===== config.mk =====
export PLATFORM = sky130hd
export DESIGN_NAME = icache_fetch_flat
export DESIGN_NICKNAME = d
export VERILOG_FILES = /design/src/rtl/icache_fetch_if.sv /design/src/rtl/icache_fetch.sv /design/src/flat_wrapper.sv
export SDC_FILE = /design/constraint.sdc
export NUM_CORES = 2
export LEC_CHECK = 0
export ABC_AREA = 1
export CAP_MARGIN = 20
export CORE_MARGIN = 5
export CORE_UTILIZATION = 55
export DETAILED_ROUTE_END_ITERATION = 7
export GPL_ROUTABILITY_DRIVEN = 0
export PLACE_DENSITY = 0.74
export SLEW_MARGIN = 20
export SYNTH_ARGS = -nofsm -noshare
export SYNTH_HDL_FRONTEND = slang
export SYNTH_SLANG_ARGS = --single-unit

===== constraint.sdc =====
create_clock -name clk -period 4.6 [get_ports clk]
set_input_delay 1.38 -clock clk [delete_from_list [all_inputs] [get_ports clk]]
set_output_delay 1.38 -clock clk [all_outputs]
set_load 0.03 [all_outputs]

===== src/rtl/icache_fetch_if.sv =====
// Fetch-side and refill-side signals of the instruction cache, bundled for port hookup.
interface icache_fetch_if;
  logic [31:0] pc_i;
  logic        flush_i;
  logic [31:0] instr_o;
  logic        inst_stall_o;
  logic        mem_req_o;
  logic [31:0] mem_addr_o;
  logic        mem_ready_i;
  logic [31:0] mem_rdata_i;
  logic [15:0] miss_cnt_o;

  // Cache side
  modport slave (
    input  pc_i, flush_i, mem_ready_i, mem_rdata_i,
    output instr_o, inst_stall_o, mem_req_o, mem_addr_o, miss_cnt_o
  );

  // Fetch stage / memory side
  modport master (
    output pc_i, flush_i, mem_ready_i, mem_rdata_i,
    input  instr_o, inst_stall_o, mem_req_o, mem_addr_o, miss_cnt_o
  );
endinterface


===== src/rtl/icache_fetch.sv =====
// Direct-mapped read-only instruction cache with in-order line refill and fence.i flush.
module icache_fetch #(
  parameter int unsigned LINES = 16,
  parameter int unsigned WORDS = 4
) (
  input logic           clk,
  input logic           rst,
  icache_fetch_if.slave bus
);

  localparam int unsigned OffW = $clog2(WORDS);
  localparam int unsigned IdxW = $clog2(LINES);
  localparam int unsigned TagW = 30 - OffW - IdxW;
  localparam logic [31:0] Nop  = 32'h0000_0013;
  localparam logic [OffW-1:0] LastBeat = OffW'(WORDS - 1);

  typedef enum logic {StIdle, StRefill} state_e;

  state_e            state_q, state_d;
  logic [LINES-1:0]  valid_q, valid_d;
  logic [TagW-1:0]   ltag_q, ltag_d;
  logic [IdxW-1:0]   lidx_q, lidx_d;
  logic [OffW-1:0]   beat_q, beat_d;
  logic              pend_q, pend_d;
  logic [15:0]       miss_cnt_q, miss_cnt_d;

  logic [TagW-1:0]   tag_mem_q  [LINES];
  logic [31:0]       data_mem_q [LINES][WORDS];

  logic [OffW-1:0]   pc_off;
  logic [IdxW-1:0]   pc_idx;
  logic [TagW-1:0]   pc_tag;
  logic              hit;
  logic              data_we;
  logic              line_done;
  logic              unused_pc;

  assign pc_off    = bus.pc_i[OffW+1:2];
  assign pc_idx    = bus.pc_i[IdxW+OffW+1:OffW+2];
  assign pc_tag    = bus.pc_i[31:IdxW+OffW+2];
  assign unused_pc = ^bus.pc_i[1:0];

  // Lookup only counts while idle; during refill the line being filled is not yet trusted.
  assign hit = (state_q == StIdle) && valid_q[pc_idx] && (tag_mem_q[pc_idx] == pc_tag);

  assign bus.miss_cnt_o = miss_cnt_q;

  // Next-state and output decode for the lookup/refill FSM.
  always_comb begin
    state_d          = state_q;
    valid_d          = valid_q;
    ltag_d           = ltag_q;
    lidx_d           = lidx_q;
    beat_d           = beat_q;
    pend_d           = pend_q;
    miss_cnt_d       = miss_cnt_q;
    data_we          = 1'b0;
    line_done        = 1'b0;
    bus.instr_o      = Nop;
    bus.inst_stall_o = 1'b1;
    bus.mem_req_o    = 1'b0;
    bus.mem_addr_o   = '0;
    case (state_q)
      StIdle: begin
        // Lookup this cycle still sees the old valid bits.
        if (bus.flush_i) valid_d = '0;
        if (hit) begin
          bus.instr_o      = data_mem_q[pc_idx][pc_off];
          bus.inst_stall_o = 1'b0;
        end else begin
          ltag_d     = pc_tag;
          lidx_d     = pc_idx;
          beat_d     = '0;
          miss_cnt_d = miss_cnt_q + 16'd1;
          state_d    = StRefill;
        end
      end
      StRefill: begin
        bus.mem_req_o  = 1'b1;
        bus.mem_addr_o = {ltag_q, lidx_q, beat_q, 2'b00};
        if (bus.flush_i) pend_d = 1'b1;
        if (bus.mem_ready_i) begin
          data_we = 1'b1;
          beat_d  = beat_q + 1'b1;
          if (beat_q == LastBeat) begin
            line_done = 1'b1;
            state_d   = StIdle;
            // A flush seen at any point of the refill leaves the whole cache invalid.
            if (pend_q || bus.flush_i) begin
              valid_d = '0;
              pend_d  = 1'b0;
            end else begin
              valid_d[lidx_q] = 1'b1;
            end
          end
        end
      end
      default: state_d = StIdle;
    endcase
  end

  // Control state with synchronous reset; reset aborts any refill in flight.
  always_ff @(posedge clk) begin
    if (rst) begin
      state_q    <= StIdle;
      valid_q    <= '0;
      ltag_q     <= '0;
      lidx_q     <= '0;
      beat_q     <= '0;
      pend_q     <= 1'b0;
      miss_cnt_q <= '0;
    end else begin
      state_q    <= state_d;
      valid_q    <= valid_d;
      ltag_q     <= ltag_d;
      lidx_q     <= lidx_d;
      beat_q     <= beat_d;
      pend_q     <= pend_d;
      miss_cnt_q <= miss_cnt_d;
    end
  end

  // Tag and data storage; contents are qualified by the valid bits so need no reset.
  always_ff @(posedge clk) begin
    if (data_we) data_mem_q[lidx_q][beat_q] <= bus.mem_rdata_i;
    if (line_done) tag_mem_q[lidx_q] <= ltag_q;
  end

endmodule

===== src/flat_wrapper.sv =====
// flat-port wrapper written by rule: the top's interface ports become plain ports
module icache_fetch_flat 
#(
  parameter int unsigned LINES = 16,
  parameter int unsigned WORDS = 4
)
  (clk, rst, bus_pc_i, bus_flush_i, bus_mem_ready_i, bus_mem_rdata_i, bus_instr_o, bus_inst_stall_o, bus_mem_req_o, bus_mem_addr_o, bus_miss_cnt_o);
  icache_fetch_if bus_i ();
  input logic clk;
  input logic rst;
  input wire logic [$bits(bus_i.pc_i)-1:0] bus_pc_i;
  input wire logic [$bits(bus_i.flush_i)-1:0] bus_flush_i;
  input wire logic [$bits(bus_i.mem_ready_i)-1:0] bus_mem_ready_i;
  input wire logic [$bits(bus_i.mem_rdata_i)-1:0] bus_mem_rdata_i;
  output wire logic [$bits(bus_i.instr_o)-1:0] bus_instr_o;
  output wire logic [$bits(bus_i.inst_stall_o)-1:0] bus_inst_stall_o;
  output wire logic [$bits(bus_i.mem_req_o)-1:0] bus_mem_req_o;
  output wire logic [$bits(bus_i.mem_addr_o)-1:0] bus_mem_addr_o;
  output wire logic [$bits(bus_i.miss_cnt_o)-1:0] bus_miss_cnt_o;
  assign bus_i.pc_i = bus_pc_i;
  assign bus_i.flush_i = bus_flush_i;
  assign bus_i.mem_ready_i = bus_mem_ready_i;
  assign bus_i.mem_rdata_i = bus_mem_rdata_i;
  assign bus_instr_o = bus_i.instr_o;
  assign bus_inst_stall_o = bus_i.inst_stall_o;
  assign bus_mem_req_o = bus_i.mem_req_o;
  assign bus_mem_addr_o = bus_i.mem_addr_o;
  assign bus_miss_cnt_o = bus_i.miss_cnt_o;
  icache_fetch #(.LINES(LINES), .WORDS(WORDS)) u_core (.clk(clk), .rst(rst), .bus(bus_i));
endmodule

**Yosys cells after proc, flatten, opt, wreduce, memory -nomap -nowiden**

Memories as Yosys holds them, arrays and structs flattened.
Index checks and enable logic that the tools add are counted.

- $add $sub $neg: 2
- Magnitude comparators: 6
- Equality and inequality tests: 6
- Mux-type cells: 39
- Bitwise operators: 5
- Reductions and logical operators: 8

Operators with widths:

| kind | number |
|---|---|
| $mux W32 | 6 |
| $mux W128 | 1 |
| $bmux W32 S2 | 1 |
| $demux W32 S2 | 1 |
| $mux W16 | 4 |
| $pmux W16 S2 | 1 |
| $eq A24 B24 Y1 | 1 |
| $mux W1 | 19 |
| $add A16 B1 Y16 const B | 1 |
| $or A16 B16 Y16 | 1 |
| $lt A4 B5 Y1 const B | 2 |
| $ne A2 B2 Y1 const B | 4 |
| $ge A3 B3 Y1 const B | 2 |
| $not A2 Y3 | 2 |
| $bmux W1 S4 | 1 |
| $demux W1 S4 | 1 |
| $ge A4 B1 Y1 const B | 1 |
| $logic_and A1 B1 Y1 | 4 |
| $mux W2 | 2 |
| $pmux W2 S2 | 1 |
| $reduce_and A2 Y1 | 2 |
| $lt A3 B1 Y1 const B | 1 |
| $reduce_and A3 Y1 | 1 |
| $add A2 B1 Y2 const B | 1 |
| 4 further kinds | 5 |

- Register bits: 64
- Memory bits (writable): 2432
- Input bits: 68
- Output and inout bits: 82
- Memories kept: 2

Memory list:

| name | words | width | read ports | clocked after Yosys merged registers in | wr ports | RTL line | text |
|---|---|---|---|---|---|---|---|
| u_core.data_mem_q | 16 | 128 | 1 | 0 | 1 | icache_fetch.sv:28 | `logic [31:0] data_mem_q [LINES][WORDS];` |
| u_core.tag_mem_q | 16 | 24 | 1 | 0 | 1 | icache_fetch.sv:27 | `logic [TagW-1:0] tag_mem_q [LINES];` |

**Logic depth before layout (Yosys ltp)**

- Depth in word-level cells: 9
- Depth in mapped cells: 19
- Depth with buffers taken out: 17

**Least setup slack after synthesis**

No wires, ideal clock.

- Kind: input to output
- Start point: in bus_pc_i[5]
- End point: out bus_instr_o[22]
- Arrival: 3507 ps
- Required time: 3220 ps
- Slack: -287 ps
- Stages on the path: 15
- Cell sequence: buf_4 > inv_2 > buf_4 > buf_2 > nand3_1 > nand3_1 > nand3_1 > nand3b_1 > nand2_1 > nor4_1 > nand4_1 > nor2_2 > inv_1 > buf_6 > nor2_1

- Cells in the longest elaborated chain, start to end: 6
- Elaborated cells between the ends (all ways): 12

RTL lines:

| what | RTL line | text |
|---|---|---|
| from (decl) | flat_wrapper.sv:11 | `input wire logic [$bits(bus_i.pc_i)-1:0] bus_pc_i;` |
| $mem_v2 Z16 W128 / $bmux W1 S4 (equally long branches) | n/a |  |
| $bmux W32 S2 / $mux W1 (equally long branches) | icache_fetch.sv:68, icache_fetch.sv:44 |  |
| $mux W32 (not written as such) / $logic_and A1 B1 Y1 (equally long branches) (2 in a row) | icache_fetch.sv:68, icache_fetch.sv:44 |  |
| $mux W32 (*) | icache_fetch.sv:67 | `if (hit) begin` |
| $mux W32 (*) | icache_fetch.sv:63 | `case (state_q)` |
| to (decl) | flat_wrapper.sv:15 | `output wire logic [$bits(bus_i.instr_o)-1:0] bus_instr_o;` |

Every way passes the cells marked *; elsewhere a longest branch is shown, timed or not. The select of a mux whose other input is x is not followed.

**Final worst setup path**

- Start point: in bus_pc_i[4]
- End point: out bus_instr_o[22]

The elaborated chain is that of the path after synthesis.

==> impl_metrics.ini <==
[status]
outcome = finished with violations
violations = design-rule violations, negative setup slack

[timing]
finalSetupViolCount = 33
clock.fmax_mhz = 186
drv_slew = 0
slew_headroom_pct = 22.4
fin_ws_ns = -0.777
setup_tns_ns = -23.31
fin_skew_ns = 0.0368
final_hold_viol_count = 0
fin_worst_hold_slack_ns = 0.478
grt_setup_unrepaired = true
tightest_slew_ns = 1.16
fin_crit_ns = 5.38
fin_crit_sh_pct = 117

[setup_path]
cp_slowest_stage_delay_ns = 0.32
cp_top_family = buffers and inverters
crit_type = in -> out
critical_path.max_fanout = 39
path_cells = buf_16 > buf_6 > buf_12 > buf_12 > buf_16 > buf_4 > a21oi_1 > a221oi_1 > o211ai_1 > nand3_2 > o21ai_1 > nor2_4 > buf_12
path_buf_inv = 7
start_kind = input port
crit_slowest_cell = a221oi_1
cpMostUsedCell = buf_12
critPathCaptureType = output port
cp.required_ns = 3.22
arrival_ns = 4.00

[route]
vias_per_cell = 6.50
post_drt_wl_per_cell_microns = 27.9
ant_nets = 0
drt_pass1_iterations = 8
drc_errors = 2
routed_wl_microns = 299000
drt_iter0_drc = 10600
via_count = 69700

[clock_network]
htreeDepth = 4
clock-sinks = 2496
cts_made_buffers = 232
cts.reportedPaths.clkPinSlew_ns = 0.06
cts-root-buf = clkbuf_16
cts_tree = yes
ctsHoldBuffers = 0
clk_path_buf_depth = 3
worstSkewPairLatency_ns = 0.88

[finish]
layoutNonFillerInstCount = 10700
layout.nets = 8229
drive_gt1_share_pct = 14.0
syn_to_final_growth_pct = 18.3
n_fill_cell = 12200
layout_common_cells = 2432 x edfxtp_1, 1282 x nand2_1, 753 x nor2_1
mostFrequentLayoutCell = edfxtp_1

[floorplanning]
core_area_sq_um = 180000
die_h_microns = 435
io_pins = 150
num_rows = 156
fp.dieW_microns = 435
die-area_sq_um = 190000
initial_core_util_pct = 55.2

[yosys]
avgSynthCellArea_sq_um = 12.9
ys_seq_area_share_pct = 74.6
yosys_register_bits = 2496
synthFlopType = edfxtp_1
async_reset_ff_share_pct = 0
yosysUniqueCellTypes = 38
synth_area_sq_um = 99600
syn_inst = 7747
synth_edf_count = 2432
yosys_warnings = 0

[power]
peakVddDrop_uv = 369
powerDensity_nw_per_um2 = 401
power_w = 0.0472
netSwitchingFraction_pct = 22.5
p_int_w = 0.0366
seq_power_share_pct = 53.1
p_leak_nw = 39.9
comb_power_share_pct = 7.0
clkPwrFrac_pct = 39.9
p_sw_w = 0.0106

[global_route]
grt_max_degree = 65
grt_antenna_before_repair = 15
grt_pass1_wl_microns = 435000
grt-ovfl-total = 0
grt_util_all_layers_pct = 30.8
grt_pass1_vias = 67000

[placement]
dp_hpwl_microns = 165000
dp.cells = 10300
numPortBuffers = 145
dpl_worst_slack_ns = -1.11

[flow_run]
max-cap-violations = 0

[worst_hold_path]
hold_class = reg -> reg
-- sequential cells by signal, summed over array words and instances, names as in the netlist --
signal / flops
u_core.data_mem_q: 2048
u_core.tag_mem_q: 384
u_core.ltag_q: 24
u_core.bus.miss_cnt_o: 16
u_core.valid_q: 16
u_core.lidx_q: 4
u_core.beat_q: 2
u_core.pend_q: 1
u_core.state_q: 1
-- path summary, 6_finish.rpt --
kind / startpoint / end / slack (ns) / cells past startpoint
min: u_core.pend_q / u_core.pend_q / 0.48 / 2
max: bus_pc_i[4] / bus_instr_o[22] / -0.78 / 13
max reg2reg: u_core.state_q / u_core.data_mem_q[5][2] / 1.59 / 7
min reg2reg: u_core.pend_q / u_core.pend_q / 0.48 / 2
-- power by group through the flow --
stage	Combinational (W)	Clock (W)	Sequential, W
floorplan	0.00156	0	0.0255
global route	0.00349	0.0200	0.0251
detailed placement	0.00308	0	0.0256
CTS	0.00319	0.0189	0.0251
global placement	0.00299	0	0.0255
finish	0.00328	0.0188	0.0251
-- Yosys cell counts (all sizes together) (5+ instances only) --
cell type  instances  share of area (%)
or2                6              0.038
inv              157               0.59
a32o              30               0.30
edfxtp          2432                 73
a221oi           124                1.1
o211ai            82               0.62
nor2             869                3.3
o221ai           183                1.6
o22ai            126               0.79
nor3              47               0.24
buf              223                1.2
a221o             55               0.55
dfxtp             64                1.3
clkbuf           342                1.3
a21oi            462                2.3
a211oi            17               0.13
nand3b            27               0.20
nand2           1296                4.9
a31oi              6              0.038
nand4              8              0.050
nor4               6              0.038
nand3            441                2.2
ha                 5              0.063
xor2              10              0.088
o21ai            722                3.6
-- timing repair --
action / in CTS / in global routing
cloned: 13 / 1
setup buffers: 9 / 1
pin swaps: 36 / 7
endpoints found under the setup margin: 33 / 33
resized for setup: 91 / 26
-- metal layers --
metal / vias up / share of wire [%] / GRT usage [%]
met1: 34000 / 35 / 40.2
met2: 5200 / 46 / 48.0
met5: - / 0.033 / 0
met3: 956 / 14 / 8.43
li1: 29600 / - / -
met4: 18 / 5.7 / 15.3
-- final cells by class --
class	instances	area (sq um)	share of cell area, %
Antenna cell	4	10.0	0.00850
Clock buffer	279	6070	5.16
Timing Repair inverter	1	8.76	0.00743
Multi-Input combinational cell	4530	23200	19.7
Timing Repair Buffer	738	9230	7.84
Tap cell	2370	2970	2.52
Clock inverter	147	1380	1.17
Sequential cell	2496	74300	63.1
Inverter	157	629	0.534
-- per-stage QoR --
step / util (%) / instance area (sq um)
global route: 65.3 / 118000
CTS: 65.2 / 118000
floorplan: - / 99900
global placement: 60.6 / 109000
detailed placement: 60.6 / 109000
finish: 65.3 / 118000
-- cells by family after synthesis --
| group | after synthesis | share of synthesized area [%] |
|---|---|---|
| AO/OA/AOI/OAI | 1809 | 11.1 |
| XOR/XNOR | 13 | 0.114 |
| adder cells (fa/ha/maj) | 5 | 0.0628 |
| buffers and inverters | 722 | 3.11 |
| flip-flops | 2496 | 74.6 |
| other | 1 | 0.00377 |
| AND/OR/NAND/NOR | 2701 | 11.0 |
-- worst reg2reg max path: stages, from the launching register on --
cell and delay, ns:
dfxtp_2 0.33, buf_4 0.44, nand2_1 0.18, inv_1 0.22, nand2_4 0.26, buf_4 0.32
nor2_4 0.65, buf_12 0.30
No activity file was read; power rests on OpenSTA's default activity.
